**src/rtl/ifu_pkg.sv**
```systemverilog
// ifu_pkg: shared state encoding, constants and entry layout for fetch.
// IFU_FAULT_EN adds the HALT state and a fault flag on each entry.
package ifu_pkg;

    localparam int IFU_XLEN = 32;
    localparam int PC_STEP = 4;
    localparam logic [31:0] NOP_INST = 32'h0000_0013;

    typedef enum logic [1:0] {
        IDLE = 2'd0,
        REQ  = 2'd1,
        KILL = 2'd2
`ifdef IFU_FAULT_EN
        ,
        HALT = 2'd3
`endif
    } ifu_state_e;

    typedef struct packed {
        logic [IFU_XLEN-1:0] pc;
        logic [31:0]         inst;
`ifdef IFU_FAULT_EN
        logic                fault;
`endif
    } fetch_entry_t;

endpackage

```
**src/rtl/fetch_fifo.sv**
```systemverilog
// fetch_fifo: small synchronous FIFO holding fetched entries for decode.
// Flush empties it at the edge and wins over a same-cycle push or pop.
module fetch_fifo
    import ifu_pkg::*;
#(
    parameter int WIDTH = 64,
    parameter int DEPTH = 2,
    localparam int AW = $clog2(DEPTH),
    localparam int CW = AW + 1
) (
    input  logic             clk,
    input  logic             reset,
    input  logic             push,
    input  logic [WIDTH-1:0] push_data,
    input  logic             pop,
    input  logic             flush,
    output logic [CW-1:0]    count,
    output logic [WIDTH-1:0] head
);

    logic [WIDTH-1:0] mem_q [DEPTH];
    logic [WIDTH-1:0] mem_d [DEPTH];
    logic [AW-1:0]    wr_q, wr_d;
    logic [AW-1:0]    rd_q, rd_d;
    logic [CW-1:0]    count_q, count_d;

    assign count = count_q;
    assign head  = mem_q[rd_q];

    // Next pointers, occupancy and storage write.
    always_comb begin
        mem_d   = mem_q;
        wr_d    = wr_q;
        rd_d    = rd_q;
        count_d = count_q;
        if (flush) begin
            wr_d    = '0;
            rd_d    = '0;
            count_d = '0;
        end else begin
            if (push) begin
                mem_d[wr_q] = push_data;
                wr_d        = wr_q + AW'(1);
            end
            if (pop) begin
                rd_d = rd_q + AW'(1);
            end
            count_d = count_q + CW'(push) - CW'(pop);
        end
    end

    // Storage and pointer registers; storage clears so the head reads 0.
    always_ff @(posedge clk or posedge reset) begin
        if (reset) begin
            for (int i = 0; i < DEPTH; i++) begin
                mem_q[i] <= '0;
            end
            wr_q    <= '0;
            rd_q    <= '0;
            count_q <= '0;
        end else begin
            mem_q   <= mem_d;
            wr_q    <= wr_d;
            rd_q    <= rd_d;
            count_q <= count_d;
        end
    end

endmodule

```
**src/rtl/instr_fetch_unit.sv**
```systemverilog
// instr_fetch_unit: next-PC logic, imem req/ack fetch and decode buffer.
// IFU_FAULT_EN adds imem_err/inst_fault and halts fetch after an error.
module instr_fetch_unit
    import ifu_pkg::*;
#(
    parameter int XLEN       = 32,
    parameter int FIFO_DEPTH = 2
) (
    input  logic            clk,
    input  logic            reset,
    input  logic [XLEN-1:0] pc_cur,
    output logic [XLEN-1:0] pc_next,
    input  logic            redirect_valid,
    input  logic [XLEN-1:0] redirect_pc,
    output logic            imem_req,
    output logic [XLEN-1:0] imem_addr,
    input  logic            imem_ack,
    input  logic [31:0]     imem_rdata,
`ifdef IFU_FAULT_EN
    input  logic            imem_err,
    output logic            inst_fault,
`endif
    output logic            inst_valid,
    output logic [31:0]     inst_data,
    output logic [XLEN-1:0] inst_pc,
    input  logic            inst_ready
);

    localparam int CW = $clog2(FIFO_DEPTH) + 1;

    // Same layout as fetch_entry_t, sized by this instance's XLEN.
    typedef struct packed {
        logic [XLEN-1:0] pc;
        logic [31:0]     inst;
`ifdef IFU_FAULT_EN
        logic            fault;
`endif
    } entry_t;

    ifu_state_e      state_q, state_d;
    logic [XLEN-1:0] addr_q, addr_d;
    logic [CW-1:0]   count;
    logic [CW:0]     occ;
    logic            pop;
    logic            push;
    logic            space;
    entry_t          push_entry;
    entry_t          head_entry;

    assign inst_valid = (count != '0);
    assign pop        = inst_valid & inst_ready;
    assign push       = (state_q == REQ) & imem_ack & ~redirect_valid;
    assign occ        = {1'b0, count} + (CW+1)'(push) - (CW+1)'(pop);
    assign space      = (occ < (CW+1)'(FIFO_DEPTH));

    assign imem_req  = (state_q == REQ) || (state_q == KILL);
    assign imem_addr = addr_q;

    assign inst_data = head_entry.inst;
    assign inst_pc   = head_entry.pc;
`ifdef IFU_FAULT_EN
    assign inst_fault = head_entry.fault;
`endif

    // Build the entry for an acked read; an errored read becomes a NOP.
    always_comb begin
        push_entry.pc   = addr_q;
        push_entry.inst = imem_rdata;
`ifdef IFU_FAULT_EN
        push_entry.fault = imem_err;
        if (imem_err) begin
            push_entry.inst = NOP_INST;
        end
`endif
    end

    fetch_fifo #(
        .WIDTH($bits(entry_t)),
        .DEPTH(FIFO_DEPTH)
    ) u_fifo (
        .clk      (clk),
        .reset    (reset),
        .push     (push),
        .push_data(push_entry),
        .pop      (pop),
        .flush    (redirect_valid),
        .count    (count),
        .head     (head_entry)
    );

    // Next state, next fetch address and next PC.
    always_comb begin
        state_d = state_q;
        addr_d  = addr_q;
        pc_next = pc_cur;
        if (redirect_valid) begin
            pc_next = redirect_pc;
            if ((state_q == REQ || state_q == KILL) && !imem_ack) begin
                // The open read cannot be aborted; drop it when it lands.
                state_d = KILL;
            end else begin
                // Bus is free this edge, so go straight to the target.
                state_d = REQ;
                addr_d  = redirect_pc;
            end
        end else begin
            unique case (state_q)
                IDLE: begin
                    if (space) begin
                        state_d = REQ;
                        addr_d  = pc_cur;
                    end
                end
                REQ: begin
                    if (imem_ack) begin
                        pc_next = addr_q + XLEN'(PC_STEP);
`ifdef IFU_FAULT_EN
                        if (imem_err) begin
                            state_d = HALT;
                        end else if (space) begin
                            state_d = REQ;
                            addr_d  = pc_next;
                        end else begin
                            state_d = IDLE;
                        end
`else
                        if (space) begin
                            state_d = REQ;
                            addr_d  = pc_next;
                        end else begin
                            state_d = IDLE;
                        end
`endif
                    end
                end
                KILL: begin
                    if (imem_ack) begin
                        state_d = REQ;
                        addr_d  = pc_cur;
                    end
                end
`ifdef IFU_FAULT_EN
                HALT: begin
                    state_d = HALT;
                end
`endif
                default: begin
                    state_d = IDLE;
                end
            endcase
        end
    end

    // State and request-address registers.
    always_ff @(posedge clk or posedge reset) begin
        if (reset) begin
            state_q <= IDLE;
            addr_q  <= '0;
        end else begin
            state_q <= state_d;
            addr_q  <= addr_d;
        end
    end

endmodule

```
**config.mk**
```make
export PLATFORM = sky130hd
export DESIGN_NAME = instr_fetch_unit
export DESIGN_NICKNAME = d
export VERILOG_FILES = /design/src/rtl/ifu_pkg.sv /design/src/rtl/fetch_fifo.sv /design/src/rtl/instr_fetch_unit.sv
export SDC_FILE = /design/constraint.sdc
export NUM_CORES = 1
export LEC_CHECK = 0
export ABC_AREA = 1
export CORE_ASPECT_RATIO = 0.6
export CORE_MARGIN = 10
export CORE_UTILIZATION = 45
export DETAILED_ROUTE_END_ITERATION = 10
export PLACE_DENSITY = 0.76
export SETUP_SLACK_MARGIN = 0.3
export SYNTH_ARGS = -nofsm -noshare
export SYNTH_HDL_FRONTEND = slang
export SYNTH_HIERARCHICAL = 1
export SYNTH_SLANG_ARGS = --single-unit
```
**constraint.sdc**
```tcl
create_clock -name clk -period 3.6 [get_ports clk]
set_input_delay 0.36 -clock clk [delete_from_list [all_inputs] [get_ports clk]]
set_output_delay 0.36 -clock clk [all_outputs]
set_load 0.05 [all_outputs]
```
==> results of run 1 <==
## registers in the layout, summed over array words and instances, names as in the netlist
name	cells
u_fifo/mem_q	128
imem_addr	32
state_q	2
u_fifo/count	2
u_fifo/rd_q	1
u_fifo/wr_q	1
## timing repair
item | 4_1_cts | 5_1_grt
endpoints found under the hold margin | 0 | 0
setup endpoints to repair | 16 | 30
resized for setup | 0 | 10
buffers inserted | 2 | 0
pin swaps | 1 | 1
## worst min path at each step
stage / startpoint / end / slack [ns] / cells past startpoint
floorplan: redirect_valid / u_fifo/count[0]$_DFF_PP0_ / 0.43 / 1
global placement: u_fifo/mem_q[49]$_DFFE_PP0P_ / u_fifo/mem_q[49]$_DFFE_PP0P_ / 0.46 / 2
detailed placement: u_fifo/mem_q[51]$_DFFE_PP0P_ / u_fifo/mem_q[51]$_DFFE_PP0P_ / 0.46 / 2
CTS: reset / imem_addr[0]$_DFFE_PP0P_ / 0.45 / 3
global route: reset / imem_addr[1]$_DFFE_PP0P_ / 0.48 / 3
finish: reset / imem_addr[7]$_DFFE_PP0P_ / 0.45 / 3
## routing by layer
layer	share of wire [%]	vias to the layer above	global-route usage (%)
li1	-	4170	-
met1	47	4089	28.26
met2	43	342	30.26
met3	8.7	31	6.214
met4	1.0	0	3.940
met5	0	-	0
## synthesized netlist by cell type
master                     count  share of area, %
sky130_fd_sc_hd__o211ai_2      1              0.13
sky130_fd_sc_hd__nand3_4       1              0.18
sky130_fd_sc_hd__or2_1         1             0.064
sky130_fd_sc_hd__inv_2         6              0.23
sky130_fd_sc_hd__nand4_1       4              0.26
sky130_fd_sc_hd__xor2_1        5              0.45
sky130_fd_sc_hd__nand3_1      66               3.4
sky130_fd_sc_hd__mux2_2       64               7.4
sky130_fd_sc_hd__o21ai_0      37               1.9
sky130_fd_sc_hd__clkbuf_1     10              0.38
sky130_fd_sc_hd__nand3b_4      1              0.21
sky130_fd_sc_hd__inv_1       130               5.0
sky130_fd_sc_hd__o21ai_1      13              0.67
sky130_fd_sc_hd__buf_2         7              0.36
sky130_fd_sc_hd__nor2_2        5              0.32
sky130_fd_sc_hd__nand2_1     317                12
sky130_fd_sc_hd__buf_4         5              0.38
sky130_fd_sc_hd__or2_0         1             0.064
sky130_fd_sc_hd__o22ai_1       2              0.13
sky130_fd_sc_hd__or2_2         1             0.064
sky130_fd_sc_hd__o221ai_1      5              0.45
sky130_fd_sc_hd__fa_1          1              0.21
sky130_fd_sc_hd__nand2_2       2              0.13
sky130_fd_sc_hd__xnor2_1       2              0.18
sky130_fd_sc_hd__dfrtp_1     166                43
sky130_fd_sc_hd__nor2_1       87               3.3
sky130_fd_sc_hd__nand3_2       1              0.10
sky130_fd_sc_hd__and2_1        1             0.064
sky130_fd_sc_hd__o21ai_2     111                10
sky130_fd_sc_hd__a21boi_0      9              0.69
sky130_fd_sc_hd__ha_1          8               1.0
sky130_fd_sc_hd__nand3b_1      6              0.46
sky130_fd_sc_hd__nor2_4        1              0.12
sky130_fd_sc_hd__o211ai_1     19               1.5
sky130_fd_sc_hd__buf_6        33               3.8
sky130_fd_sc_hd__o21a_1        1             0.077
sky130_fd_sc_hd__clkbuf_8      2              0.28
sky130_fd_sc_hd__o21bai_1      1             0.077
sky130_fd_sc_hd__a21oi_1      23               1.2
## where the power goes
group | switching, mW | leakage (nW) | internal [mW] | total (mW)
registers | 0.777 | 2.12 | 2.66 | 3.43
clock network | 0.789 | 0.329 | 1.33 | 2.12
logic | 4.94 | 3.72 | 2.78 | 7.72
total | 6.51 | 6.17 | 6.76 | 13.3
## per-stage QoR
stage	cell area [µm²]	hold WS, ns	setup slack [ns]
final	13180	0.4548	0.4839
after global placement	12440	0.4576	0.2158
after CTS	13150	0.4497	0.4099
after floorplan	9756	0.4252	0.4128
after detailed placement	12440	0.4637	0.1019
after global routing	13180	0.4765	0.2990
## logic make-up after synthesis
family	share of synthesized area [%]
flip-flops	42.60
XOR/XNOR	0.6287
adder cells (fa/ha/maj)	1.232
AO/OA/AOI/OAI	16.73
buffers and inverters	10.46
AND/OR/NAND/NOR	20.96
multiplexers	7.390
## worst reg2reg max path, delay by kind of cell, from the launching register on
kind / cells / cell delay (ns)
and+or+nand+nor: 6 / 0.88
DFF: 1 / 0.40
adders and majority gates: 3 / 0.97
buffers and inverters: 4 / 0.48
AOI/OAI and AO/OA: 2 / 0.29
## layout make-up
class,instances,area [µm²]
Multi-Input combinational cell,797,4612
Timing Repair Buffer,249,2860
Fill cell,1784,7951
Sequential cell,166,4158
Inverter,136,519.2
Clock buffer,18,439.2
Tap cell,279,349.1
Clock inverter,14,246.5
==> summary by stage, run 1 <==
Status
The flow ran to the end, and the final reports show no timing, DRC or antenna violations.

CTS
The number of hold buffers added after CTS was 0. The clock slew at the register clock pins of the worst setup and hold paths is around 0.070 ns. The longest clock path from root to sink contains 2 buffers. The H-tree generated during clock tree synthesis spans 4 levels. The tree is rooted in a sky130_fd_sc_hd__clkbuf_16. The insertion delay of the later-clocked pin in the worst-skew pair is between 0.4 and 0.5 ns.

TritonCTS built the clock tree. The total CTS buffers is 17. The tree built by TritonCTS fans out to between 150 and 200 sinks.

Global route
The number of global-route vias before repair was about 8500. Entering global routing, the biggest net connects 80 pins. Summed over all layers, the global routing overflow is 0. Global routing consumed, over all layers together, 20.25% of the routing resources.

The first global-routing pass estimated 46.28 mm of wire. The initial antenna violation count is 0.

Final layout
The relative area change from synthesis to final layout is 35.19%. The commonest non-fill, non-tap cell in the layout is sky130_fd_sc_hd__nand2_1. At the end of the flow the core is filled with cells to 62.38%. The net count of the finished layout is approximately 1500. The number of antenna diodes in the final layout is 0. In the layout the commonest cells are sky130_fd_sc_hd__nand2_1 (317), sky130_fd_sc_hd__clkdlybuf4s50_1 (198), sky130_fd_sc_hd__dfrtp_1 (165). The number of non-filler instances in the completed layout is 1659.

Of the cells placed in the final design, the portion with a size suffix greater than 1 is 20.36%.

Worst setup path
The category of cells accounting for the largest share of critical-path delay is adder cells. Across all register-to-register paths, the minimum setup slack is 0.48 ns. The critical path depth in cells is 15. For the worst flop-to-flop path, the logic depth is 15. The arrival time reported for the critical path endpoint is between 3 and 4 ns. The delay of the slowest critical-path stage is 0.51 ns. The most critical setup path has its startpoint at state_q[1]$_DFFE_PP0P_. The endpoint kind of the worst setup timing path is a flop. The cell with the largest stage delay on the worst path is sky130_fd_sc_hd__fa_1. The reg-to-reg critical path startpoint is state_q[1]$_DFFE_PP0P_. At the worst endpoint, the required time is around 4.0 ns. The critical path class is flop to flop. The number of buffers and inverters on the critical path is 4. The critical register-to-register path endpoint is imem_addr[23]$_DFFE_PP0P_.

The critical path goes through inv_1, ha_1, nand2_1, nor2_4, inv_4, ha_1, or2_2, fa_1, nand3_2, o211ai_4, nand3_4, inv_4, buf_6, nor2_1, a21oi_1. The sort of element at the start of the critical path is a flop. The most critical setup path has its endpoint at imem_addr[23]$_DFFE_PP0P_. The highest net fanout along the worst path is 14.

Die
The die outline width is about 210 µm. The vertical die dimension is 134.0 µm. Row generation in the floorplan step produced 41 rows. The die area is 28150 µm². Once the floorplan was initialized, standard cells occupied 46.14% of the core. The standard cell core area is about 21000 µm².

The number of top-level pins is between 200 and 250.

Synthesis
The synthesized design contains 166 register bits. The number of different library cells in the post-synthesis netlist is 39. Each instance of the synthesized netlist takes up on average ~8.4 µm².

The total number of yosys warnings is 6. After synthesis, flip-flops and latches occupy 42.60% of the total area. The post-synth net total is 1266.

The mapped netlist covers 9752 µm². In the synthesized netlist, the number of instances is 1156.

STA
The highest achievable clock rate is 0.3209 GHz. The hold violation count in the final report is 0. Setup repair after global routing left no endpoint under its margin.

The total of endpoints with negative setup slack in the final report is 0. For the pin with the worst max-slew slack, the measured transition is between 0.8 and 0.9 ns. Headroom to the max-slew limit came out at a little over two fifths.

The aggregate negative setup slack is 0 ns. On the final layout, the worst clock skew is 0.006569 ns. The number of slew-limit violations in the final report is 0. The minimum period implied by the final worst setup slack is 3.116 ns. The part of the cycle the worst path needs is 86.56%.

Detailed routing
The DRC violation count after routing is 0. The number of iterations in the first detailed-routing pass is 5. After detailed routing, the average wire length per cell comes to ~18 µm. For this block, the initial DRC count from the detailed router was between 600 and 700. The count of nets left with antenna violations once routing finished came out at 0. The total wirelength of the detailed-routed design is 29.05 mm. The total via count in the routed design is 8632.

After detailed routing, the number of vias per cell comes to roughly 5.2.

Place
Buffers placed on the I/O ports in this run total 230. The final weighted congestion in routability-driven placement is 0.9023. After legalization and detailed placement, the total HPWL measured 21.59 mm. The cell count after placement is ~1600.

Pwr
The power density relative to cell area is approximately 1000 nW/µm². VDD sags by at most ~0.00085 V. The total power is approximately 13 mW. The analysis attributes to cell leakage a power of 6.168 nW.

Run
The tool flagged a number of max-cap violations equal to 0.

Worst hold path
The path class of the tightest hold or removal check is input port to async pin.
Note: power is estimated with default switching activity, not from simulation.
==> inputs of run 2 (changes only) <==
Settings changed: ABC_AREA 1 to unset, PLACE_DENSITY 0.76 to 0.77, SKIP_LAST_GASP set to 1.
==> run 2 against run 1 <==
Against the previous run:
- area after synthesis shrank 2.0%
- wire length shrank 0.51%
- register-to-register slack lost 0.02 ns
- count of clock-buffer cells in the layout grew 1
- critical endpoint is now pc_next[15]
==> summary by stage, run 2 <==
Status
The flow ran to the end, and the final reports show no timing, DRC or antenna violations.

Pwr
The power density relative to cell area is 1022 nW/µm² (+1.6%). The clock share of power is 15.3% (-0.7 points). The maximum ir drop on the vdd rail was 0.0007481 V (-12%). The net switching power came to 6.082 mW (-6.5%). The internal power is 7.110 mW (+5.1%).

The part of the power in combinational logic was 57.1% (-1.1 points). The total power is 13.19 mW (-0.58%). The fraction of power spent switching nets is 46.11% (-2.9 points). The sequential share of power came to 27.6% (+1.7 points). The leakage component of the power is 5.659 nW (-8.3%).

Worst setup path
The arrival time reported for the critical path endpoint was 2.81 ns (-0.65 ns). The highest net fanout along the worst path is 9 (-5). The endpoint kind of the worst setup timing path is an output port.

The delay of the slowest critical-path stage was 0.57 ns (+0.06 ns). The count of buffer and inverter cells on the critical path is 1 (-3). The required arrival time at the worst endpoint was 3.24 ns (-0.71 ns). The critical path goes through nand3_1, nor4_2, nand3_1, xor2_1, o21ai_1, buf_12.

The category of cells accounting for the largest share of critical-path delay is simple AND/OR/NAND/NOR gates. The sort of element at the start of the critical path is a flop. The most frequent cell on the critical path is sky130_fd_sc_hd__nand3_1. The slowest stage of the critical path belongs to the cell sky130_fd_sc_hd__nor4_2. The critical path class is flop to output port.

STA
Setup repair after global routing could not meet its margin everywhere. The total of endpoints with negative setup slack in the final report came to 0 (unchanged). The number of slew-limit violations in the final report is 0 (unchanged). The aggregate negative setup slack is 0 ns (unchanged). The hold violation count in the final report is 0 (unchanged). The highest achievable clock rate is 0.3151 GHz (-1.8%). The minimum period implied by the final worst setup slack was 3.174 ns (+0.05793 ns). The part of the cycle the worst path needs is 88.17% (+1.6 points). The largest clock skew in the final design was 0.008525 ns (+0.001956 ns).

The worst slew margin relative to its limit is 40.74% (-2.1 points). The actual transition at the worst max-transition pin is 0.8871 ns (+0.03098 ns).

CTS
The total CTS buffers is 17 (unchanged). The worst-case clock buffer depth is 2 (unchanged). The clock sink total was 166 (unchanged). The insertion delay of the later-clocked pin in the worst-skew pair is 0.43 ns (about the same). TritonCTS built the clock tree.

The clock slew at the register clock pins of the worst setup and hold paths is 0.07 ns (about the same). The root buffer cell chosen for the clock tree is sky130_fd_sc_hd__clkbuf_16. The quantity of hold-fixing buffers added after cts is 0 (unchanged). The level count of the clock H-tree is 4 (unchanged).

Final layout
Leaving out fill and tap cells, the most frequent cells in the layout are sky130_fd_sc_hd__clkdlybuf4s50_1 (197), sky130_fd_sc_hd__dfrtp_1 (158), sky130_fd_sc_hd__mux2_2 (124). The fraction of layout cells with a size suffix above 1 came to 30.53% (+10 points). The register with the most flip-flops in the final layout is u_fifo/mem_q. The layout filler cell count came to 1678 (-5.9%). The area growth from synthesis to layout is 35.01%.

The net count of the finished layout came to 1144 (-23%). The multi-input gate area in the final layout is 4965 µm² (+7.7%). The number of flip-flops under the largest register name is 128 (unchanged). Leaving out fill and tap cells, the most frequent cell in the layout is sky130_fd_sc_hd__clkdlybuf4s50_1. The combined flip-flop and latch cell area is 4167 µm² (+0.21%).

Synthesis
The flip-flop and latch count after synthesis is 166 (unchanged). After synthesis, the cell types taking the most area are sky130_fd_sc_hd__dfrtp_1 (43%), sky130_fd_sc_hd__mux2_2 (15%), sky130_fd_sc_hd__mux2_4 (11%). The number of different library cells in the post-synthesis netlist is 60 (+54%). Of all cell types, the one taking the most synthesized area is sky130_fd_sc_hd__dfrtp_1.

The commonest cells after synthesis are sky130_fd_sc_hd__dfrtp_1 (166), sky130_fd_sc_hd__mux2_2 (124), sky130_fd_sc_hd__mux2_4 (70). The post-synth net total is 926 (-27%). The total number of yosys warnings is 6 (unchanged). The async set or reset register ratio after synthesis came to 100.0% (unchanged). The cell count after synthesis is 816 (-29%). The area share of the largest cell type after synthesis was 43.47% (+0.87 points). The proportion of synthesized chip area in sequential cells is 43.47% (+0.87 points). The average instance area after synthesis is 11.71 µm² (+39%). The most common cell in the netlist is sky130_fd_sc_hd__dfrtp_1. For this run, the leading register cell type out of synthesis is sky130_fd_sc_hd__dfrtp_1. The count of flip-flops with a built-in enable after synthesis is 0 (unchanged). The synthesized area came to 9557 µm² (-2.0%).

Die
The die outline width came to 208.1 µm (-0.91%). The vertical die dimension is 132.9 µm (-0.86%). The initial standard-cell utilization of the core is 45.66% (-0.48 points). The number of core rows is 41 (unchanged).

The number of top-level pins came to 231 (unchanged). The standard cell core area is 20930 µm² (-0.97%). The die area came to 27660 µm² (-1.8%).

Worst hold path
The worst min-delay path class is input port to async pin.

Global route
The total global-route track usage is 20.69% (+0.44 points). The first-pass GRT wire length was 45.73 mm (-1.2%). The pin count of the biggest net entering global routing is 83 (+3.8%).

The number of global-route vias before repair was 7712 (-8.8%). The initial antenna violation count was 1 (+1). The leftover overflow at the end of global routing was 0 (unchanged).

Place
The post-detailed-placement half-perimeter wirelength is 20.90 mm (-3.2%). The final weighted congestion in routability-driven placement is 0.8584 (-4.9%). The count of buffers from port buffering was 230 (unchanged).

Detailed routing
The routed via count divided by cell count came to 5.596 (+7.6%). The routed wire length per instance came to 21.81 µm (+25%). The total wirelength of the detailed-routed design is 28.90 mm (-0.51%). The total via count in the routed design is 7415 (-14%). The count of nets left with antenna violations after detail routing came to 0 (unchanged). The number of iterations in the first detailed-routing pass is 5 (unchanged).

The number of design-rule violations left by the first detailed-router iteration was 553 (-20%). The DRC violation count after routing is 0 (unchanged).

Run
The number of maximum-capacitance violations came to 0 (unchanged).
-- run 2: path summary, 6_finish.rpt --
check / startpoint / end / slack (ns) / depth (start not counted)
min: reset / imem_addr[29]$_DFFE_PP0P_ / 0.43 / 3
max: imem_addr[5]$_DFFE_PP0P_ / pc_next[15] / 0.43 / 6
max in group asynchronous: reset / u_fifo/mem_q[20]$_DFFE_PP0P_ / 2.34 / 3
min in group clk: redirect_valid / imem_addr[0]$_DFFE_PP0P_ / 0.50 / 4
min reg2reg: u_fifo/mem_q[5]$_DFFE_PP0P_ / u_fifo/mem_q[5]$_DFFE_PP0P_ / 0.50 / 1
max reg2reg: u_fifo/count[1]$_DFF_PP0_ / imem_addr[9]$_DFFE_PP0P_ / 0.46 / 11
-- run 2: final cells by class --
class	instances	area share [%]
Timing Repair Buffer	258	21.04
Clock inverter	11	1.532
Multi-Input combinational cell	575	38.48
Sequential cell	166	32.29
Clock buffer	19	3.433
Inverter	16	0.4946
Tap cell	279	2.706
Antenna cell	1	0.01939
-- run 2: repair_timing --
action	4_1_cts	5_1_grt
hold endpoints to repair	0	0
setup buffers	0	3
gates resized for setup	5	9
pin swaps	0	1
setup endpoints to repair	15	16
cloned	0	0
-- run 2: routing by layer --
metal | wire, µm | GRT usage, %
met1 | 13590 | 28.76
met2 | 12830 | 30.73
met3 | 2145 | 6.087
met4 | 333 | 5.251
met5 | 0 | 0
-- run 2: tightest hold or removal path: cells and delay by family --
family	cells	cell delay (ns)
buffers and inverters	3	0.93
-- run 2: metrics by stage --
stage	util [%]	setup slack [ns]	hold WS (ns)	instances	cell area (µm²)
after CTS	61.33	0.3073	0.4319	1321	12840
after global routing	61.65	0.2766	0.4741	1325	12900
final	61.65	0.4260	0.4269	1325	12900
after detailed placement	58.22	0.1022	0.4884	1291	12190
after floorplan	-	0.3036	0.4263	816	9593
after global placement	58.22	0.1820	0.4843	1291	12190
-- run 2: kinds of logic after synthesis --
logic type	synth area share (%)
compound gates	11.44
xor+xnor	2.710
fa+ha+maj	1.257
buf+inv	5.368
flops	43.47
mux	26.55
simple gates	9.204
-- run 2: power by group through the flow --
stage | clock network, mW | registers (mW) | logic (mW)
after floorplan | 0 | 3.88 | 4.74
after global placement | 0 | 3.60 | 7.40
after detailed placement | 0 | 3.65 | 7.50
after CTS | 2.05 | 3.64 | 7.53
after global routing | 2.14 | 3.77 | 7.94
final | 2.02 | 3.64 | 7.53
==> inputs of run 3 (changes only) <==
Settings changed: SETUP_SLACK_MARGIN 0.3 to unset.
==> run 3 against run 2 <==
Against the previous run:
- flip-flop and latch count is the same
- sequential power shrank 1%
- fmax shrank 6.4%
- utilization shrank 0.51 points
- worst setup slack lost 0.22 ns
- count of clock-buffer cells in the layout grew 1
- clock skew grew 0.00068 ns
- total power shrank 2.0%
- combinational power is essentially flat
- cell count grew 0.23%
- register-to-register slack lost 0.18 ns
- final area shrank 0.83%
- critical path type unchanged
- largest cell class unchanged
==> summary by stage, run 3 (same netlist as run 2, synthesis figures left out) <==
Status
The run finished with clean final reports.

Worst setup path
The cell count of the worst reg-to-reg path is 11 (unchanged). The sort of element at the start of the critical path is a flop. The critical path goes through nand3_2, or4_1, buf_4, nor4_2, xnor2_1, o21ai_1, buf_12. The delay of the slowest critical-path stage is 0.58 ns (about the same). The slowest stage of the critical path belongs to the cell sky130_fd_sc_hd__dfrtp_1. The category of cells accounting for the largest share of critical-path delay is simple AND/OR/NAND/NOR gates.

The highest net fanout along the worst path was 18 (+9). STA classifies the critical path endpoint as an output port. The critical path class is flop to output port. The critical path depth in cells is 7 (+1). The register-to-register path setup slack came to 0.28 ns (-0.18 ns). The arrival time reported for the critical path endpoint is 3.03 ns (+0.22 ns). The count of buffer and inverter cells on the critical path came to 2 (+1). The required arrival time at the worst endpoint came to 3.24 ns (about the same). The critical register-to-register path endpoint is imem_addr[0]$_DFFE_PP0P_.

The reg-to-reg critical path startpoint is u_fifo/count[1]$_DFF_PP0_.

Final layout
The relative area change from synthesis to final layout is 33.88%. The layout filler cell count is 1711 (+2.0%). The fraction of layout cells with a size suffix above 1 was 29.87% (-0.66 points). The number of flip-flops under the largest register name is 128 (unchanged).

The library cell used most frequently in the layout, excluding fill and tap cells, is sky130_fd_sc_hd__clkdlybuf4s50_1. The net count of the finished layout is 1145 (+0.087%). The number of non-filler instances in the completed layout is 1328 (+0.23%). In the layout the commonest cells are sky130_fd_sc_hd__clkdlybuf4s50_1 (197), sky130_fd_sc_hd__dfrtp_1 (165), sky130_fd_sc_hd__mux2_2 (124). The largest register by flop count is u_fifo/mem_q.

CTS
The clock sink total was 166 (unchanged). The post-CTS setup buffer count is 0 (unchanged). The total CTS buffers is 17 (unchanged). TritonCTS built the clock tree.

The level count of the clock H-tree is 4 (unchanged). The clock slew at the register clock pins of the worst setup and hold paths was 0.07 ns (about the same). The quantity of hold-fixing buffers added after cts came to 0 (unchanged). The worst-case clock buffer depth came to 2 (unchanged). The tree is rooted in a sky130_fd_sc_hd__clkbuf_16. The insertion delay of the later-clocked pin in the worst-skew pair is 0.43 ns (about the same). The post-cts repair resize count came to 0 (-5).

Pwr
The leakage component of the power is 5.603 nW (-0.99%). The maximum ir drop on the vdd rail is 0.0008356 V (+12%). The total power came to 12.93 mW (-2.0%). The power density relative to cell area is 1011 nW/µm² (-1.1%).

Die
The initial standard-cell utilization of the core came to 45.66% (unchanged). The vertical die dimension came to 132.9 µm (unchanged). The number of top-level pins is 231 (unchanged). The number of core rows came to 41 (unchanged).

The die area was 27660 µm² (unchanged). The standard cell core area is 20930 µm² (unchanged). The die outline width is 208.1 µm (unchanged).

Place
The post-detailed-placement half-perimeter wirelength is 20.81 mm (-0.44%). The final weighted congestion in routability-driven placement was 0.8680 (+1.1%). The cell count after placement is 1295 (+0.31%). The count of buffers from port buffering was 230 (unchanged).

Run
The number of maximum-capacitance violations is 0 (unchanged).

Detailed routing
The count of nets left with antenna violations after detail routing is 0 (unchanged). The routed wire length per instance is 21.85 µm (+0.17%). The number of design-rule violations left by the first detailed-router iteration was 548 (-0.90%). The number of iterations in the first detailed-routing pass is 6 (+1). The routed via count divided by cell count is 5.609 (+0.23%).

The DRC violation count after routing came to 0 (unchanged). The total via count in the routed design is 7449 (+0.46%). The total wirelength of the detailed-routed design is 29.02 mm (+0.40%).

STA
The minimum period implied by the final worst setup slack is 3.389 ns (+0.2153 ns). The tightest hold margin is 0.4273 ns (+0.0004230 ns). The worst slew margin relative to its limit was 38.11% (-2.6 points). The aggregate negative setup slack came to 0 ns (unchanged). The number of slew-limit violations in the final report is 0 (unchanged). The hold violation count in the final report came to 0 (unchanged).

The part of the cycle the worst path needs is 94.15% (+6.0 points). The actual transition at the worst max-transition pin is 0.9284 ns (+0.04130 ns). The highest achievable clock rate is 0.2950 GHz (-6.4%). Setup repair after global routing left no endpoint under its margin. The largest clock skew in the final design is 0.009207 ns (+0.0006813 ns).

The total of endpoints with negative setup slack in the final report came to 0 (unchanged).

Global route
The initial antenna violation count came to 1 (unchanged). The first-pass GRT wire length is 45.81 mm (+0.18%). The pin count of the biggest net entering global routing is 83 (unchanged). The leftover overflow at the end of global routing came to 0 (unchanged). The total global-route track usage came to 20.77% (+0.078 points). The number of global-route vias before repair is 7637 (-0.97%).

Worst hold path
The worst min-delay path class is input port to async pin.
-- run 3: changes by cell type in the layout (fill, tap and decap cells not counted), moves of 2 or more --
cell	before	now
sky130_fd_sc_hd__bufinv_16	5	0
sky130_fd_sc_hd__inv_8	0	3
sky130_fd_sc_hd__nor4_4	4	1
sky130_fd_sc_hd__inv_6	2	4
sky130_fd_sc_hd__o21ai_0	37	42
sky130_fd_sc_hd__nor4_2	4	7
sky130_fd_sc_hd__dfrtp_2	7	0
sky130_fd_sc_hd__clkbuf_8	1	3
sky130_fd_sc_hd__dfrtp_1	158	165
sky130_fd_sc_hd__o21ai_1	15	11
-- run 3: metal layers --
layer  vias to the layer above  share of wire [%]  GRT usage (%)
met4                         0                1.1          4.609
met5                         -                  0              0
met1                      3714                 47          28.21
li1                       3419                  -              -
met2                       292                 44          31.43
met3                        24                7.9          6.816
-- run 3: cell type report --
class                   instances  area [µm²]  share of cell area (%)
clock inverters                12       110.1                  0.8606
clock buffers                  20       466.7                   3.648
inverters                      16       63.81                  0.4987
multi-input cells             575        4922                   38.47
flip-flops and latches        166        4158                   32.50
repair buffers                259        2723                   21.28
diodes                          1       2.502                 0.01956
well taps                     279       349.1                   2.728
-- run 3: power breakdown --
part / internal, mW / switching, mW
Clock: 0.964 / 0.829
Combinational: 3.10 / 4.43
Sequential: 2.74 / 0.866
Total: 6.81 / 6.13
-- run 3: stage by stage --
step	area, µm²	utilization (%)	worst slack (ns)
after detailed placement	12210	58.34	0.08392
after floorplan	9580	-	0.001446
after global routing	12790	61.13	0.06067
after CTS	12790	61.10	0.2077
final	12790	61.13	0.2107
after global placement	12210	58.34	0.2227
-- run 3: worst max-delay path by stage --
stage                             start                   endpoint
3_3_place_gp                   imem_ack   imem_addr[0]$_DFFE_PP0P_
6_report       imem_addr[7]$_DFFE_PP0P_                pc_next[29]
2_1_floorplan    state_q[1]$_DFFE_PP0P_  imem_addr[27]$_DFFE_PP0P_
3_5_place_dp                   imem_ack   imem_addr[0]$_DFFE_PP0P_
4_1_cts        imem_addr[2]$_DFFE_PP0P_                pc_next[16]
5_1_grt        imem_addr[7]$_DFFE_PP0P_                pc_next[29]
